## config.mk

```make
export PLATFORM = sky130hd
export DESIGN_NAME = sha_loader_flat
export DESIGN_NICKNAME = d
export VERILOG_FILES = /design/src/rtl/sha_loader_if.sv /design/src/rtl/sha_loader.sv /design/src/flat_wrapper.sv
export SDC_FILE = /design/constraint.sdc
export NUM_CORES = 1
export LEC_CHECK = 0
export CAP_MARGIN = 10
export CORE_AREA = 4 4 212 214
export DETAILED_ROUTE_END_ITERATION = 8
export DIE_AREA = 0 0 216 218
export SYNTH_ARGS = -nofsm -noshare
export SYNTH_HDL_FRONTEND = slang
export SYNTH_SLANG_ARGS = --single-unit
```

## constraint.sdc

```tcl
create_clock -name clk -period 2.05 [get_ports clk]
set_input_delay 0.41 -clock clk [delete_from_list [all_inputs] [get_ports clk]]
set_output_delay 0.41 -clock clk [all_outputs]
set_load 0.01 [all_outputs]
```

## src/rtl/sha_loader_if.sv

```systemverilog
// rtl/sha_loader_if.sv - byte-in, sha-side and digest-out signal bundle for sha_loader
interface sha_loader_if #(
  parameter int Nl = 3,
  parameter int Nk = 256
);
  logic [7:0]    In_Data;
  logic          In_Valid;
  logic          In_Ready;
  logic [7:0]    Data [0:Nl-1];
  logic          Enable;
  logic [Nk-1:0] Hash;
  logic          Ready;
  logic [Nk-1:0] Digest;
  logic          Out_Valid;
  logic          Out_Ready;

  modport slave (
    input  In_Data, In_Valid, Hash, Ready, Out_Ready,
    output In_Ready, Data, Enable, Digest, Out_Valid
  );

  modport master (
    output In_Data, In_Valid, Hash, Ready, Out_Ready,
    input  In_Ready, Data, Enable, Digest, Out_Valid
  );
endinterface

```

## src/rtl/sha_loader.sv

```systemverilog
// rtl/sha_loader.sv - assembles Nl message bytes for sha, starts it, returns the digest (option: SHA_LOADER_CLEAR_EN)
module sha_loader #(
  parameter int Nl = 3,
  parameter int Nk = 256
) (
  input logic         clk,
  input logic         rst,
  sha_loader_if.slave bus
);
  localparam int CW = $clog2(Nl + 1);
  localparam logic [CW-1:0] LAST = CW'(Nl - 1);

  typedef enum logic [1:0] {FILL, START, WAIT, OUT} state_t;

  state_t        state, state_nxt;
  logic [CW-1:0] cnt;
  logic [7:0]    data [0:Nl-1];
  logic [Nk-1:0] digest;
  logic          fill_s, enable_s, out_valid_s;
  logic          accept, capture;

  always_ff @(posedge clk or negedge rst) begin
    if (!rst) state <= FILL;
    else      state <= state_nxt;
  end

  always_comb begin
    state_nxt   = state;
    fill_s      = 1'b0;
    enable_s    = 1'b0;
    out_valid_s = 1'b0;
    case (state)
      FILL: begin
        fill_s = 1'b1;
        if (bus.In_Valid && cnt == LAST) state_nxt = START;
      end
      START: begin
        enable_s  = 1'b1;
        state_nxt = WAIT;
      end
      WAIT: begin
        if (bus.Ready) state_nxt = OUT;
      end
      OUT: begin
        out_valid_s = 1'b1;
        if (bus.Out_Ready) state_nxt = FILL;
      end
      default: state_nxt = FILL;
    endcase
  end

  // In_Ready is held low for the whole reset interval, not just until the first clock
  assign bus.In_Ready  = fill_s & rst;
  assign bus.Enable    = enable_s;
  assign bus.Out_Valid = out_valid_s;
  assign bus.Digest    = digest;
  assign bus.Data      = data;

  assign accept  = fill_s & bus.In_Valid;
  assign capture = (state == WAIT) & bus.Ready;

  always_ff @(posedge clk or negedge rst) begin
    if (!rst) begin
      cnt <= '0;
    end else if (accept) begin
      cnt <= (cnt == LAST) ? '0 : cnt + CW'(1);
    end
  end

  always_ff @(posedge clk or negedge rst) begin
    if (!rst) begin
      for (int i = 0; i < Nl; i++) data[i] <= '0;
    end else if (accept) begin
      data[cnt] <= bus.In_Data;
`ifdef SHA_LOADER_CLEAR_EN
    end else if (capture) begin
      // scrub the message once sha has consumed it
      for (int i = 0; i < Nl; i++) data[i] <= '0;
`endif
    end
  end

  always_ff @(posedge clk or negedge rst) begin
    if (!rst)         digest <= '0;
    else if (capture) digest <= bus.Hash;
  end
endmodule
```

## src/flat_wrapper.sv

```systemverilog
// flat-port wrapper written by rule: the top's interface ports become plain ports
module sha_loader_flat 
#(
  parameter int Nl = 3,
  parameter int Nk = 256
)
  (clk, rst, bus_In_Data, bus_In_Valid, bus_Hash, bus_Ready, bus_Out_Ready, bus_In_Ready, bus_Data, bus_Enable, bus_Digest, bus_Out_Valid);
  sha_loader_if #(.Nl(Nl), .Nk(Nk)) bus_i ();
  input logic clk;
  input logic rst;
  input wire logic [$bits(bus_i.In_Data)-1:0] bus_In_Data;
  input wire logic [$bits(bus_i.In_Valid)-1:0] bus_In_Valid;
  input wire logic [$bits(bus_i.Hash)-1:0] bus_Hash;
  input wire logic [$bits(bus_i.Ready)-1:0] bus_Ready;
  input wire logic [$bits(bus_i.Out_Ready)-1:0] bus_Out_Ready;
  output wire logic [$bits(bus_i.In_Ready)-1:0] bus_In_Ready;
  output wire logic [$bits(bus_i.Data)-1:0] bus_Data;
  output wire logic [$bits(bus_i.Enable)-1:0] bus_Enable;
  output wire logic [$bits(bus_i.Digest)-1:0] bus_Digest;
  output wire logic [$bits(bus_i.Out_Valid)-1:0] bus_Out_Valid;
  assign bus_i.In_Data = bus_In_Data;
  assign bus_i.In_Valid = bus_In_Valid;
  assign bus_i.Hash = bus_Hash;
  assign bus_i.Ready = bus_Ready;
  assign bus_i.Out_Ready = bus_Out_Ready;
  assign bus_In_Ready = bus_i.In_Ready;
  assign bus_Data = {>>{bus_i.Data}};
  assign bus_Enable = bus_i.Enable;
  assign bus_Digest = bus_i.Digest;
  assign bus_Out_Valid = bus_i.Out_Valid;
  sha_loader #(.Nl(Nl), .Nk(Nk)) u_core (.clk(clk), .rst(rst), .bus(bus_i));
endmodule
```

==> flow_summary.yaml <==
run_status:
  outcome: "finished clean"
drt:
  drtIter0Drc: 249
  via_per_inst: 4.08
  via_count: 7386
  firstDrtPassIters: 4
  wl_mm: 34.0
  drc: 0
  wl_per_cell_um: 18.8
  ant_nets: 0
synthesis:
  synth_top_cell_by_area: "dfrtp_1"
  synth_area_um2: 10600
  postSynthAreaPerCell_um2: 17.3
  synth-seq-cells: 284
  synth_ff_type: "dfrtp_1"
  synth_most_common_cell: "dfrtp_1"
  synth-async-reset-ratio_pct: 100
  ys_warn_count: 0
  ys_top_cells_by_count: "284 x dfrtp_1, 281 x mux2_2, 28 x buf_2"
  syn_nets: 886
  ys_seq_area_share_pct: 67.1
  synth_top_area_share_pct: 67.1
  ys_types: 15
  syn_inst: 613
  synth_edf_count: 0
  synth_area_leaders: "dfrtp_1 67%, mux2_2 30%, buf_2 1.3%"
critical_path:
  crit_path_start_kind: "flip-flop"
  slowest_delay_ps: 400
  crit_buf_inv: 2
  critical-path-slowest-cell: "dfrtp_1"
  cp_cell_sequence: "inv_1, ha_1, and2_1, buf_2"
  cp.arrival_ps: 1510
  end_kind: "output port"
  crit_start: "u_core.state[0]"
  crit_family: "flip-flops"
  worstReg2RegStart: "u_core.state[0]"
  cp_max_fo: 4
  cp_data_required_time_ps: 1640
  setup.worst_path.class: "flip-flop to output port"
timing:
  period_minus_slack_ps: 1920
  slew_headroom_pct: 41.3
  period_share_pct: 93.5
  setup_viol: 0
  rsz0062_at_grt: "no"
  slew_viol_final: 0
  timing.fmax_mhz: 522
  hold_viol_final: 0
  setup_slack_ps: 134
  worst_pin_slew_ps: 880
  finalSetupTns_ps: 0
  fin_worst_skew_ps: 10.1
finish:
  num-fill-cells: 3963
  num-nets-final: 1472
  drive_gt1_share_pct: 29.7
  areaGrowthSynthToFinish_pct: 72.2
  multi_input_area_um2: 3330
  ff_latch_area_um2: 7110
  fin_util_pct: 42.5
  diodes: 0
global_routing:
  grt_max_degree: 152
  antenna_found_initial: 0
  grt_overflow_total: 0
  grt_pass1_wl_mm: 51.0
  grt_pass1_vias: 8256
  track_usage_pct: 13.9
hold_path:
  hold_start: "bus_Hash[158]"
  hp-class: "input port to flip-flop"
floorplan:
  die_x_um: 216
  start_util_pct: 24.7
  core_um2: 42900
  die_y_um: 218
  row_count: 76
  ios: 552
  die_area_um2: 47100
clock_network:
  clkSlewWorstSetupHoldPaths_ps: 60
  max-clock-path-buffers: 3
  root_buffer: "clkbuf_16"
  cts_buffers: 34
  cts.htree.levels: 2
  cts_tree: "done"
  cts.sinks: 284
  clkLatencyLatePin_ps: 520
pwr:
  peakVddDrop_mv: 0.833
  p_total_mw: 29.1
  leakagePower_nw: 7.60
  powerDensity_nw_per_um2: 1600
placed_design:
  place_congestion: 0.776
  hpwl_mm: 26.2
  dp_slack_ps: 114
  io_buffers: 551
flow_run:
  maxCapViolCount: 0
cells by family after synthesis:
| logic type | count (synthesis) | share of synthesized area [%] |
|---|---|---|
| buffers and inverters | 31 | 1.43 |
| DFF | 284 | 67.1 |
| muxes | 281 | 29.9 |
| adders and majority gates | 4 | 0.473 |
| AOI/OAI and AO/OA | 3 | 0.260 |
| and+or+nand+nor | 10 | 0.804 |
final cells by class:
cell class                 count  area share (%)
sequential                   284            39.0
timing repair buffer         578            32.4
multi-input combinational    298            18.3
clock buffer                  56            5.80
tap                          585            4.02
clock inverter                 5           0.412
inverter                       3          0.0618
where the power goes:
part | switching (mW) | internal [mW] | leakage [nW]
clock network | 2.31 | 3.77 | 0.554
logic | 4.76 | 8.26 | 3.68
registers | 1.50 | 8.50 | 3.36
total | 8.56 | 20.5 | 7.60
metal layers:
| layer | share of wire [%] | up-vias | global-route usage [%] |
|---|---|---|---|
| li1 | - | 3343 | - |
| met1 | 37 | 3665 | 15.4 |
| met2 | 51 | 322 | 24.7 |
| met3 | 8.7 | 56 | 4.97 |
| met4 | 2.7 | 0 | 5.12 |
| met5 | 0 | - | 0 |
stage by stage:
step	hold WS, ps	area (µm²)	instances
5_1_grt	469	18200	1809
6_report	499	18200	1809
3_5_place_dp	461	17100	1747
2_1_floorplan	114	10600	613
4_1_cts	451	18200	1809
3_3_place_gp	459	17100	1747
timing repair:
action,4_1_cts,5_1_grt
endpoints found under the setup margin,3,0
hold buffers,1,0
resized for setup,6,0
buffers inserted,0,0
endpoints found under the hold margin,18,0
placed cells by master, fill, tap and decap left out, drive strengths merged:
master	Yosys	layout
o32a	1	1
nand4b	2	2
dfrtp	284	284
a21o	1	1
mux2	281	281
dlygate4sd3	0	1
dlygate4sd2	0	2
nand3b	1	1
and2	1	1
a221oi	1	1
ha	4	4
and2b	1	1
clkbuf	0	56
bufinv	0	2
nor3	1	1
inv	3	3
buf	28	28
clkdlybuf4s50	0	547
nand2	4	4
clkinv	0	3
sequential cells by signal (all words and copies together), names as in the netlist:
name	count
u_core.bus.Digest	256
u_core.bus.Data	24
u_core.cnt	2
u_core.state	2
path summary, 6_finish.rpt:
path	endpoint	slack, ps	cells after the start
max	bus_In_Ready	130	4
min	u_core.bus.Digest[158]	500	2
max reg2reg	u_core.bus.Digest[0]	340	6
min reg2reg	u_core.bus.Digest[182]	500	1
max in group asynchronous	u_core.bus.Digest[62]	690	3
min in group asynchronous	u_core.bus.Digest[221]	530	3
No activity file was read; power rests on OpenSTA's default activity.
